`config.mk`:
```
export PLATFORM = sky130hd
export DESIGN_NAME = program_loader_flat
export DESIGN_NICKNAME = d
export VERILOG_FILES = /design/src/rtl/loader_pkg.sv /design/src/rtl/program_loader_if.sv /design/src/rtl/word_assembler.sv /design/src/rtl/program_loader.sv /design/src/flat_wrapper.sv
export SDC_FILE = /design/constraint.sdc
export NUM_CORES = 1
export LEC_CHECK = 0
export ABC_AREA = 0
export BUFFER_PORTS_ARGS = -buffer_cell sky130_fd_sc_hd__buf_2
export CORE_MARGIN = 10
export CORE_UTILIZATION = 53
export CTS_CLUSTER_SIZE = 20
export DETAILED_ROUTE_END_ITERATION = 10
export PLACE_DENSITY = 0.76
export SLEW_MARGIN = 20
export SYNTH_ARGS = -nofsm -noshare
export SYNTH_HDL_FRONTEND = slang
export SYNTH_SLANG_ARGS = --single-unit
```
`constraint.sdc`:
```
create_clock -name clock -period 5.8 [get_ports clock]
set_clock_uncertainty 0.1 [all_clocks]
set_input_delay 1.16 -clock clock [delete_from_list [all_inputs] [get_ports clock]]
set_output_delay 1.16 -clock clock [all_outputs]
set_load 0.005 [all_outputs]
```
`src/rtl/loader_pkg.sv`:
```
// Shared types and constants for the program loader.
// LOADER_CHECKSUM_EN adds a trailing checksum state to the load sequence.
package loader_pkg;

  localparam int unsigned HEADER_BYTES = 4;

`ifdef LOADER_CHECKSUM_EN
  typedef enum logic [1:0] {
    StLen,
    StData,
    StCsum,
    StDone
  } state_e;
`else
  typedef enum logic [1:0] {
    StLen,
    StData,
    StDone
  } state_e;
`endif

endpackage

```
`src/rtl/program_loader_if.sv`:
```
// Byte-stream receive handshake plus the memory DMA write port of the loader.
interface program_loader_if;

  logic        rx_valid;
  logic [7:0]  rx_data;
  logic        rx_ready;
  logic        dma_enable;
  logic [31:0] dma_address;
  logic [31:0] dma_data;

  // Host side: supplies bytes, observes the DMA port.
  modport master (
    output rx_valid,
    output rx_data,
    input  rx_ready,
    input  dma_enable,
    input  dma_address,
    input  dma_data
  );

  // Loader side.
  modport slave (
    input  rx_valid,
    input  rx_data,
    output rx_ready,
    output dma_enable,
    output dma_address,
    output dma_data
  );

endinterface

```
`src/rtl/word_assembler.sv`:
```
// Little-endian byte-to-word shifter; word_done_o pulses with the 4th byte and
// word_o presents the completed word in that same cycle.
module word_assembler
  import loader_pkg::*;
(
  input  logic        clock,
  input  logic        reset,
  input  logic        clear_i,
  input  logic        byte_valid_i,
  input  logic [7:0]  byte_i,
  output logic        word_done_o,
  output logic [31:0] word_o
);

  logic [1:0]  cnt_q, cnt_d;
  logic [31:0] shift_q, shift_d;

  always_comb begin
    // Shift right so the first byte ends up in bits 7:0.
    word_o      = {byte_i, shift_q[31:8]};
    word_done_o = byte_valid_i && (cnt_q == 2'(HEADER_BYTES - 1));
    cnt_d       = cnt_q;
    shift_d     = shift_q;
    if (clear_i) begin
      cnt_d   = 2'd0;
      shift_d = 32'd0;
    end else if (byte_valid_i) begin
      cnt_d   = cnt_q + 2'd1;
      shift_d = word_o;
    end
  end

  always_ff @(posedge clock or posedge reset) begin
    if (reset) begin
      cnt_q   <= 2'd0;
      shift_q <= 32'd0;
    end else begin
      cnt_q   <= cnt_d;
      shift_q <= shift_d;
    end
  end

endmodule

```
`src/rtl/program_loader.sv`:
```
// Streams a length-prefixed program from a byte link into memory via DMA writes.
// Optional LOADER_CHECKSUM_EN: one trailing XOR checksum byte is verified.
module program_loader
  import loader_pkg::*;
#(
  parameter int unsigned WORD_NUM = 2048
) (
  input  logic             clock,
  input  logic             reset,
  program_loader_if.slave  bus,
  input  logic             reload,
  output logic             cpu_start,
  output logic             load_error
);

`ifdef LOADER_CHECKSUM_EN
  localparam state_e StAfterData = StCsum;
`else
  localparam state_e StAfterData = StDone;
`endif

  state_e      state_q, state_d;
  logic [31:0] count_q, count_d;
  logic [31:0] idx_q, idx_d;
  logic [31:0] addr_q, addr_d;
  logic [31:0] data_q, data_d;
  logic        dma_en_q, dma_en_d;
  logic        err_q, err_d;
`ifdef LOADER_CHECKSUM_EN
  logic [7:0]  csum_q, csum_d;
`endif

  logic        accept;
  logic        asm_valid;
  logic        asm_done;
  logic [31:0] asm_word;

  assign bus.rx_ready    = (state_q != StDone) && !reload;
  assign accept          = bus.rx_valid && bus.rx_ready;
  assign asm_valid       = accept && ((state_q == StLen) || (state_q == StData));
  assign bus.dma_enable  = dma_en_q;
  assign bus.dma_address = addr_q;
  assign bus.dma_data    = data_q;
  assign cpu_start       = (state_q == StDone);
  assign load_error      = err_q;

  word_assembler u_asm (
    .clock        (clock),
    .reset        (reset),
    .clear_i      (reload),
    .byte_valid_i (asm_valid),
    .byte_i       (bus.rx_data),
    .word_done_o  (asm_done),
    .word_o       (asm_word)
  );

  always_comb begin
    state_d  = state_q;
    count_d  = count_q;
    idx_d    = idx_q;
    addr_d   = addr_q;
    data_d   = data_q;
    dma_en_d = 1'b0;
    err_d    = err_q;
`ifdef LOADER_CHECKSUM_EN
    csum_d   = csum_q;
`endif
    if (reload) begin
      state_d = StLen;
      count_d = 32'd0;
      idx_d   = 32'd0;
      err_d   = 1'b0;
`ifdef LOADER_CHECKSUM_EN
      csum_d  = 8'd0;
`endif
    end else begin
      case (state_q)
        StLen: begin
          if (asm_done) begin
            count_d = asm_word;
            idx_d   = 32'd0;
            state_d = (asm_word != 32'd0) ? StData : StAfterData;
          end
        end
        StData: begin
`ifdef LOADER_CHECKSUM_EN
          if (accept) csum_d = csum_q ^ bus.rx_data;
`endif
          if (asm_done) begin
            // Out-of-range words are still consumed but never written.
            if (idx_q < WORD_NUM) begin
              dma_en_d = 1'b1;
              addr_d   = idx_q;
              data_d   = asm_word;
            end else begin
              err_d = 1'b1;
            end
            idx_d = idx_q + 32'd1;
            if ((idx_q + 32'd1) == count_q) state_d = StAfterData;
          end
        end
`ifdef LOADER_CHECKSUM_EN
        StCsum: begin
          if (accept) begin
            if (bus.rx_data != csum_q) err_d = 1'b1;
            state_d = StDone;
          end
        end
`endif
        default: ;
      endcase
    end
  end

  always_ff @(posedge clock or posedge reset) begin
    if (reset) begin
      state_q  <= StLen;
      count_q  <= 32'd0;
      idx_q    <= 32'd0;
      addr_q   <= 32'd0;
      data_q   <= 32'd0;
      dma_en_q <= 1'b0;
      err_q    <= 1'b0;
`ifdef LOADER_CHECKSUM_EN
      csum_q   <= 8'd0;
`endif
    end else begin
      state_q  <= state_d;
      count_q  <= count_d;
      idx_q    <= idx_d;
      addr_q   <= addr_d;
      data_q   <= data_d;
      dma_en_q <= dma_en_d;
      err_q    <= err_d;
`ifdef LOADER_CHECKSUM_EN
      csum_q   <= csum_d;
`endif
    end
  end

endmodule

```
`src/flat_wrapper.sv`:
```
// flat-port wrapper written by rule: the top's interface ports become plain ports
module program_loader_flat import loader_pkg::*;
#(
  parameter int unsigned WORD_NUM = 2048
)
  (clock, reset, reload, cpu_start, load_error, bus_rx_valid, bus_rx_data, bus_rx_ready, bus_dma_enable, bus_dma_address, bus_dma_data);
  program_loader_if bus_i ();
  input  logic clock;
  input  logic reset;
  input  logic reload;
  output logic cpu_start;
  output logic load_error;
  input wire logic [$bits(bus_i.rx_valid)-1:0] bus_rx_valid;
  input wire logic [$bits(bus_i.rx_data)-1:0] bus_rx_data;
  output wire logic [$bits(bus_i.rx_ready)-1:0] bus_rx_ready;
  output wire logic [$bits(bus_i.dma_enable)-1:0] bus_dma_enable;
  output wire logic [$bits(bus_i.dma_address)-1:0] bus_dma_address;
  output wire logic [$bits(bus_i.dma_data)-1:0] bus_dma_data;
  assign bus_i.rx_valid = bus_rx_valid;
  assign bus_i.rx_data = bus_rx_data;
  assign bus_rx_ready = bus_i.rx_ready;
  assign bus_dma_enable = bus_i.dma_enable;
  assign bus_dma_address = bus_i.dma_address;
  assign bus_dma_data = bus_i.dma_data;
  program_loader #(.WORD_NUM(WORD_NUM)) u_core (.clock(clock), .reset(reset), .bus(bus_i), .reload(reload), .cpu_start(cpu_start), .load_error(load_error));
endmodule
```
-- Yosys cells after proc, flatten, opt, wreduce, memory -nomap -nowiden
Cells that the tools add are included.
- logic and storage cells: 65
- bits of input ports: 12
- output and inout port bits: 68
- flip-flop bits (word level): 166
- mux-type cells: 25
- reductions and logical operators: 18
- $add $sub $neg: 2
- order comparisons: 1
- equal/unequal tests: 9
- bitwise gates (word level): 1
- operators by type and width (cell ; number):
    two-way mux 32 bit ; 8
    one-hot mux 32 bit (2 select lines) ; 1
    adder 32 x 1 -> 32 bit (second input constant) ; 1
    equality test 32 bit ; 1
    < comparator 32 x 12 -> 1 bit (second input constant) ; 1
    nonzero test 32 bit ; 1
    two-way mux 2 bit ; 7
    two-way mux 1 bit ; 8
    AND reduction 4 bit ; 2
    nonzero test 2 bit ; 4
    inequality test 3 x 2 -> 1 bit (second input constant) ; 2
    AND reduction 3 bit ; 2
    equality test 2 bit (second input constant) ; 2
    logical AND 1 bit ; 4
    inequality test 2 bit (second input constant) ; 2
    one-hot mux 2 bit (2 select lines) ; 1
    inequality test 3 bit (second input constant) ; 1
    nonzero test 3 bit ; 1
    adder 2 x 1 -> 2 bit (second input constant) ; 1
    equality test 2 x 1 -> 1 bit (second input constant) ; 1
    logical NOT 2 bit ; 1
    AND reduction 2 bit ; 1
    logical NOT 1 bit ; 1
    logical OR 1 bit ; 1
    NOT 1 bit ; 1

-- Longest topological paths before layout
- depth in word-level cells: 8
- gate-level depth with buffers: 10
- depth with buffers taken out: 8

-- Hierarchy
Synthesis repeated with hierarchy kept, for this count alone.
- cell total of the unflattened synthesis: 747
- area, all modules: 7618.6 sq um
- modules (own cells, without submodules) (module ; area an instance (sq um) ; sequential area each (sq um) ; cells each ; instances):
    program_loader ; 6459.9 ; 3303.2 ; 652 ; 1
    word_assembler ; 1158.6 ; 650.6 ; 95 ; 1

-- Worst setup path after synthesis
No wires, ideal clock.
- path kind: input-to-reg
- start point: input port reload
- end point: register u_core.data_q[24], in the netlist u_core.bus.dma_data[24]
- cell stages on the path: 9
- setup slack: 2424 ps
- path buffers: 4
- arrival time: 3151 ps
- library setup time: 125 ps
- data required time: 5575 ps
- cell sequence: clkbuf_1 > inv_1 > and2_1 > clkbuf_1 > and3_1 > and2_1 > clkbuf_1 > clkbuf_1 > mux2_2
- cells in the longest elaborated chain, start to end: 6
- elaborated cells on any way between the ends: 7
- those cells by class: 1 x bitwise; 6 x reduce/logical
- RTL lines (what ; RTL line ; text):
    start: declaration ; flat_wrapper.sv:10 ; input logic reload;
    logical NOT 1 bit ; program_loader.sv:38 ; assign bus.rx_ready = (state_q != StDone) && !reload;
    logical AND 1 bit ; program_loader.sv:38 ;
    logical AND 1 bit ; program_loader.sv:39 ; assign accept = bus.rx_valid && bus.rx_ready;
    logical AND 1 bit ; program_loader.sv:40 ; assign asm_valid = accept && ((state_q == StLen) || (state_q == StData));
    logical AND 1 bit ; word_assembler.sv:21 ; word_done_o = byte_valid_i && (cnt_q == 2'(HEADER_BYTES - 1));
    AND reduction 4 bit (no line) * ; n/a ;
    end signal: assignment ; program_loader.sv:132 ; data_q <= data_d;
    end: declaration ; program_loader.sv:26 ; logic [31:0] data_q, data_d;
Mark *: on every way between the ends. The rest lies on a longest branch, timed or not.
A chain may end at the register's enable or synchronous reset.

-- Worst setup path in the final report
- start point: input port reload
- end point: register u_core.addr_q[3], in the netlist u_core.bus.dma_address[3]
- cells in the longest elaborated chain, start to end: 6
- elaborated cells on any way between the ends: 7
- those cells by class: 1 x bitwise; 6 x reduce/logical
- RTL lines (what ; RTL line ; text):
    logical NOT 1 bit ; program_loader.sv:38 ;
    logical AND 1 bit ; program_loader.sv:38 ;
    logical AND 1 bit ; program_loader.sv:39 ;
    logical AND 1 bit ; program_loader.sv:40 ;
    logical AND 1 bit ; word_assembler.sv:21 ;
    AND reduction 4 bit (no line) * ; n/a ;
    end signal: assignment ; program_loader.sv:131 ; addr_q <= addr_d;
    end: declaration ; program_loader.sv:25 ; logic [31:0] addr_q, addr_d;
Marked as above.

==> flow_summary_export.csv <==
group,metric,value,unit
outcome,status,"completed",
final_layout,antennaDiodeCount,0,
logic_synthesis,yosysTopAreaCellShare,51.9,%
timing,fin_tns_setup,0,ns
clocking,clockBufferDepth,2,
logic_synthesis,postSynthAreaPerCell,9.90,µm²
floorplan,die-area,0.0196,mm²
routing,vias,6117,
final_layout,fin_cells,1013,
clocking,root_buffer,"clkbuf_16",
timing,setup_violations,0,
routing,ant_nets,0,
global_routing,grt_usage,20.0,%
logic_synthesis,ys_seq_area_share,51.9,%
pwr,power.total,0.00240,W
setup_path,crit_path_max_fanout,41,
clocking,cts_tree,"built",
floorplan,core,0.0140,mm²
timing,hold_viol_final,0,
logic_synthesis,post-synth-top-count-cell,"dfrtp_1",
placed_design,dp_cells,981,
global_routing,grt_max_degree,115,
logic_synthesis,synth_top_area_cell,"dfrtp_1",
logic_synthesis,synth_area,0.00762,mm²
routing,first_pass_iters,8,
placed_design,postPlaceCellArea,0.00807,mm²
clocking,post_cts_buffers,0,
worst_hold_path,min_path_type,"register to register",
setup_path,start_kind,"primary input",
timing,fmax,266,MHz
clocking,cts.clk_slew.worst_paths,0.07,ns
clocking,clock_latency,0.43,ns
floorplan,ios,80,
global_routing,grt_pass1_vias,6045,
setup_path,rr_worst_depth,8,
floorplan,die_w,140,µm
timing,timing.final.crit_period,3.76,ns
final_layout,fillCellCount,1105,
floorplan,fp.dieH,140,µm
placed_design,portBuffers,79,
floorplan,initial_core_util,54.4,%
timing,timing.slew.headroom,28.9,%
clocking,cts_resized,0,
setup_path,path_class,"primary input to register",
final_layout,nets,834,
placed_design,dpl.hpwl,13.3,mm
timing,drv_slew,0,
flow_run,drv_cap,0,
routing,drt_iter0_drc,744,
logic_synthesis,syn-instance-count,769,
logic_synthesis,synthTopCellsByArea,"dfrtp_1 (52%), nand2_1 (6.9%), mux2_2 (6.4%)",
global_routing,grt_pass1_wl,32.2,mm
clocking,cts_hold_buffers,0,
placed_design,dp_slack,1.65,ns
timing,tightest_slew,1.06,ns
routing,avgRoutedWirePerCell,19.3,µm
setup_path,regToRegStartpoint,"u_core.idx_q[0]",
routing,drc,0,
logic_synthesis,yosys.cell_types.count,62,
logic_synthesis,synth_edf_count,0,
logic_synthesis,async_flop_share,100,%
setup_path,arrival,3.96,ns
floorplan,placementRows,43,
setup_path,critPathCapture,"u_core.bus.dma_address[3]",
setup_path,reg2reg_slack,2.13,ns
setup_path,critical_path.startpoint,"reload",
pwr,p_leak,4.14,nW
global_routing,overflow,0,
setup_path,critical_path_required,6.01,ns
final_layout,drive_above_1_share,22.1,%
routing,wirelength,19.6,mm
logic_synthesis,ys.flop_type,"dfrtp_1",
logic_synthesis,synth_warnings,0,
clocking,htreeDepth,4,
logic_synthesis,syn-num-nets,783,
logic_synthesis,synth-seq-cells,158,
timing,fin_crit_sh,64.7,%
placed_design,gp_congestion,0.927,
timing,grt_setup_unrepaired,"false",
final_layout,fin_area,0.00869,mm²
timing,postLayoutSetupSlackWorst,2.04,ns
logic_synthesis,synthTopCellsByCount,"dfrtp_1 (158), nand2_1 (140), o21ai_0 (84)",
pwr,p_per_area,276,mW/mm²
setup_path,critPathCaptureType,"register",
pwr,ir_worst_vdd,0.000221,V
global_routing,antenna_found_initial,0,
routing,via_per_inst,6.04,
final_layout,areaGrowthSynthToFinish,14.1,%
clocking,clock_sinks,158,
setup_path,r2r_end,"u_core.state_q[1]",
clocking,cts_buffers,17,
-- critical path: stages --
cell    delay, ns
buf_2        0.26
inv_1        0.11
buf_4        0.38
and2_1       0.23
and3_1       0.17
buf_4        0.27
and2_2       0.48
buf_4        0.46
mux2_2       0.40
-- registers in the layout, summed over array words and instances (netlist names) --
register	count
u_core.load_error	1
u_core.bus.dma_address	32
u_core.bus.dma_data	32
u_core.u_asm.shift_q	24
u_core.count_q	32
u_core.idx_q	32
u_core.u_asm.cnt_q	2
u_core.state_q	2
u_core.bus.dma_enable	1
-- routing by layer --
metal / part of all wire, % / global-route usage (%) / vias to the layer above
li1: - / - / 2814
met1: 44 / 26.4 / 3008
met2: 48 / 31.6 / 256
met3: 5.9 / 4.01 / 39
met4: 2.2 / 7.34 / 0
met5: 0 / 0 / -
-- placed cells by master (no fill, tap or decap), types with 3 or more instances in the layout --
cell type / n
and2_1: 5
and4_1: 7
clkbuf_16: 17
a21oi_1: 32
nand4_1: 16
xor2_1: 13
bufinv_16: 3
nand2_1: 140
nor2b_1: 26
a211oi_1: 5
inv_6: 4
dfrtp_1: 158
inv_1: 4
a21o_1: 3
nand3_2: 3
buf_2: 79
o21ai_0: 84
nand3_1: 18
and3_1: 11
buf_4: 10
inv_8: 3
nor3_1: 4
mux2_2: 43
o41ai_1: 3
a31oi_1: 9
nor2_1: 26
nor4_1: 21
a31o_2: 3
xnor2_1: 25
o31ai_1: 6
-- how the worst min path moves through the flow --
stage | start | to | slack (ns) | cells after the start
floorplan | u_core.load_error | u_core.load_error | 0.38 | 1
global placement | u_core.bus.dma_address[11] | u_core.bus.dma_address[11] | 0.38 | 1
detailed placement | u_core.bus.dma_address[24] | u_core.bus.dma_address[24] | 0.38 | 1
CTS | u_core.bus.dma_address[18] | u_core.bus.dma_address[18] | 0.40 | 1
global route | u_core.bus.dma_address[25] | u_core.bus.dma_address[25] | 0.42 | 1
finish | u_core.bus.dma_address[18] | u_core.bus.dma_address[18] | 0.39 | 1
-- metrics by stage --
stage	hold WS (ns)	util [%]
floorplan	0.378	-
global placement	0.382	57.7
finish	0.392	62.1
global route	0.417	62.1
detailed placement	0.381	57.7
CTS	0.400	62.1
-- power breakdown --
| group | switching [W] | total (W) | internal (W) | leakage (nW) |
|---|---|---|---|---|
| clock | 0.000474 | 0.00117 | 0.000700 | 0.299 |
| sequential | 0.0000219 | 0.00114 | 0.00112 | 2.20 |
| combinational | 0.0000617 | 0.0000873 | 0.0000256 | 1.64 |
-- layout make-up --
type,instances,area [µm²],share of cell area [%]
sequential,158,3950,45.5
clock inverter,13,176,2.03
tap,180,225,2.59
inverter,5,26.3,0.302
multi-input combinational,549,3400,39.1
clock buffer,19,443,5.10
timing repair buffer,89,470,5.41
-- kinds of logic (layout without fill, tap and decap cells) --
logic type      Yosys count  after routing  share of synthesized area, %
compound gates          165            165                          12.7
xor+xnor                 40             40                          4.98
buf+inv                  62            126                          3.53
flops                   158            158                          51.9
mux                      43             43                          6.36
simple gates            299            299                          20.2
fa+ha+maj                 2              2                         0.329
(Power assumes the default switching activity.)
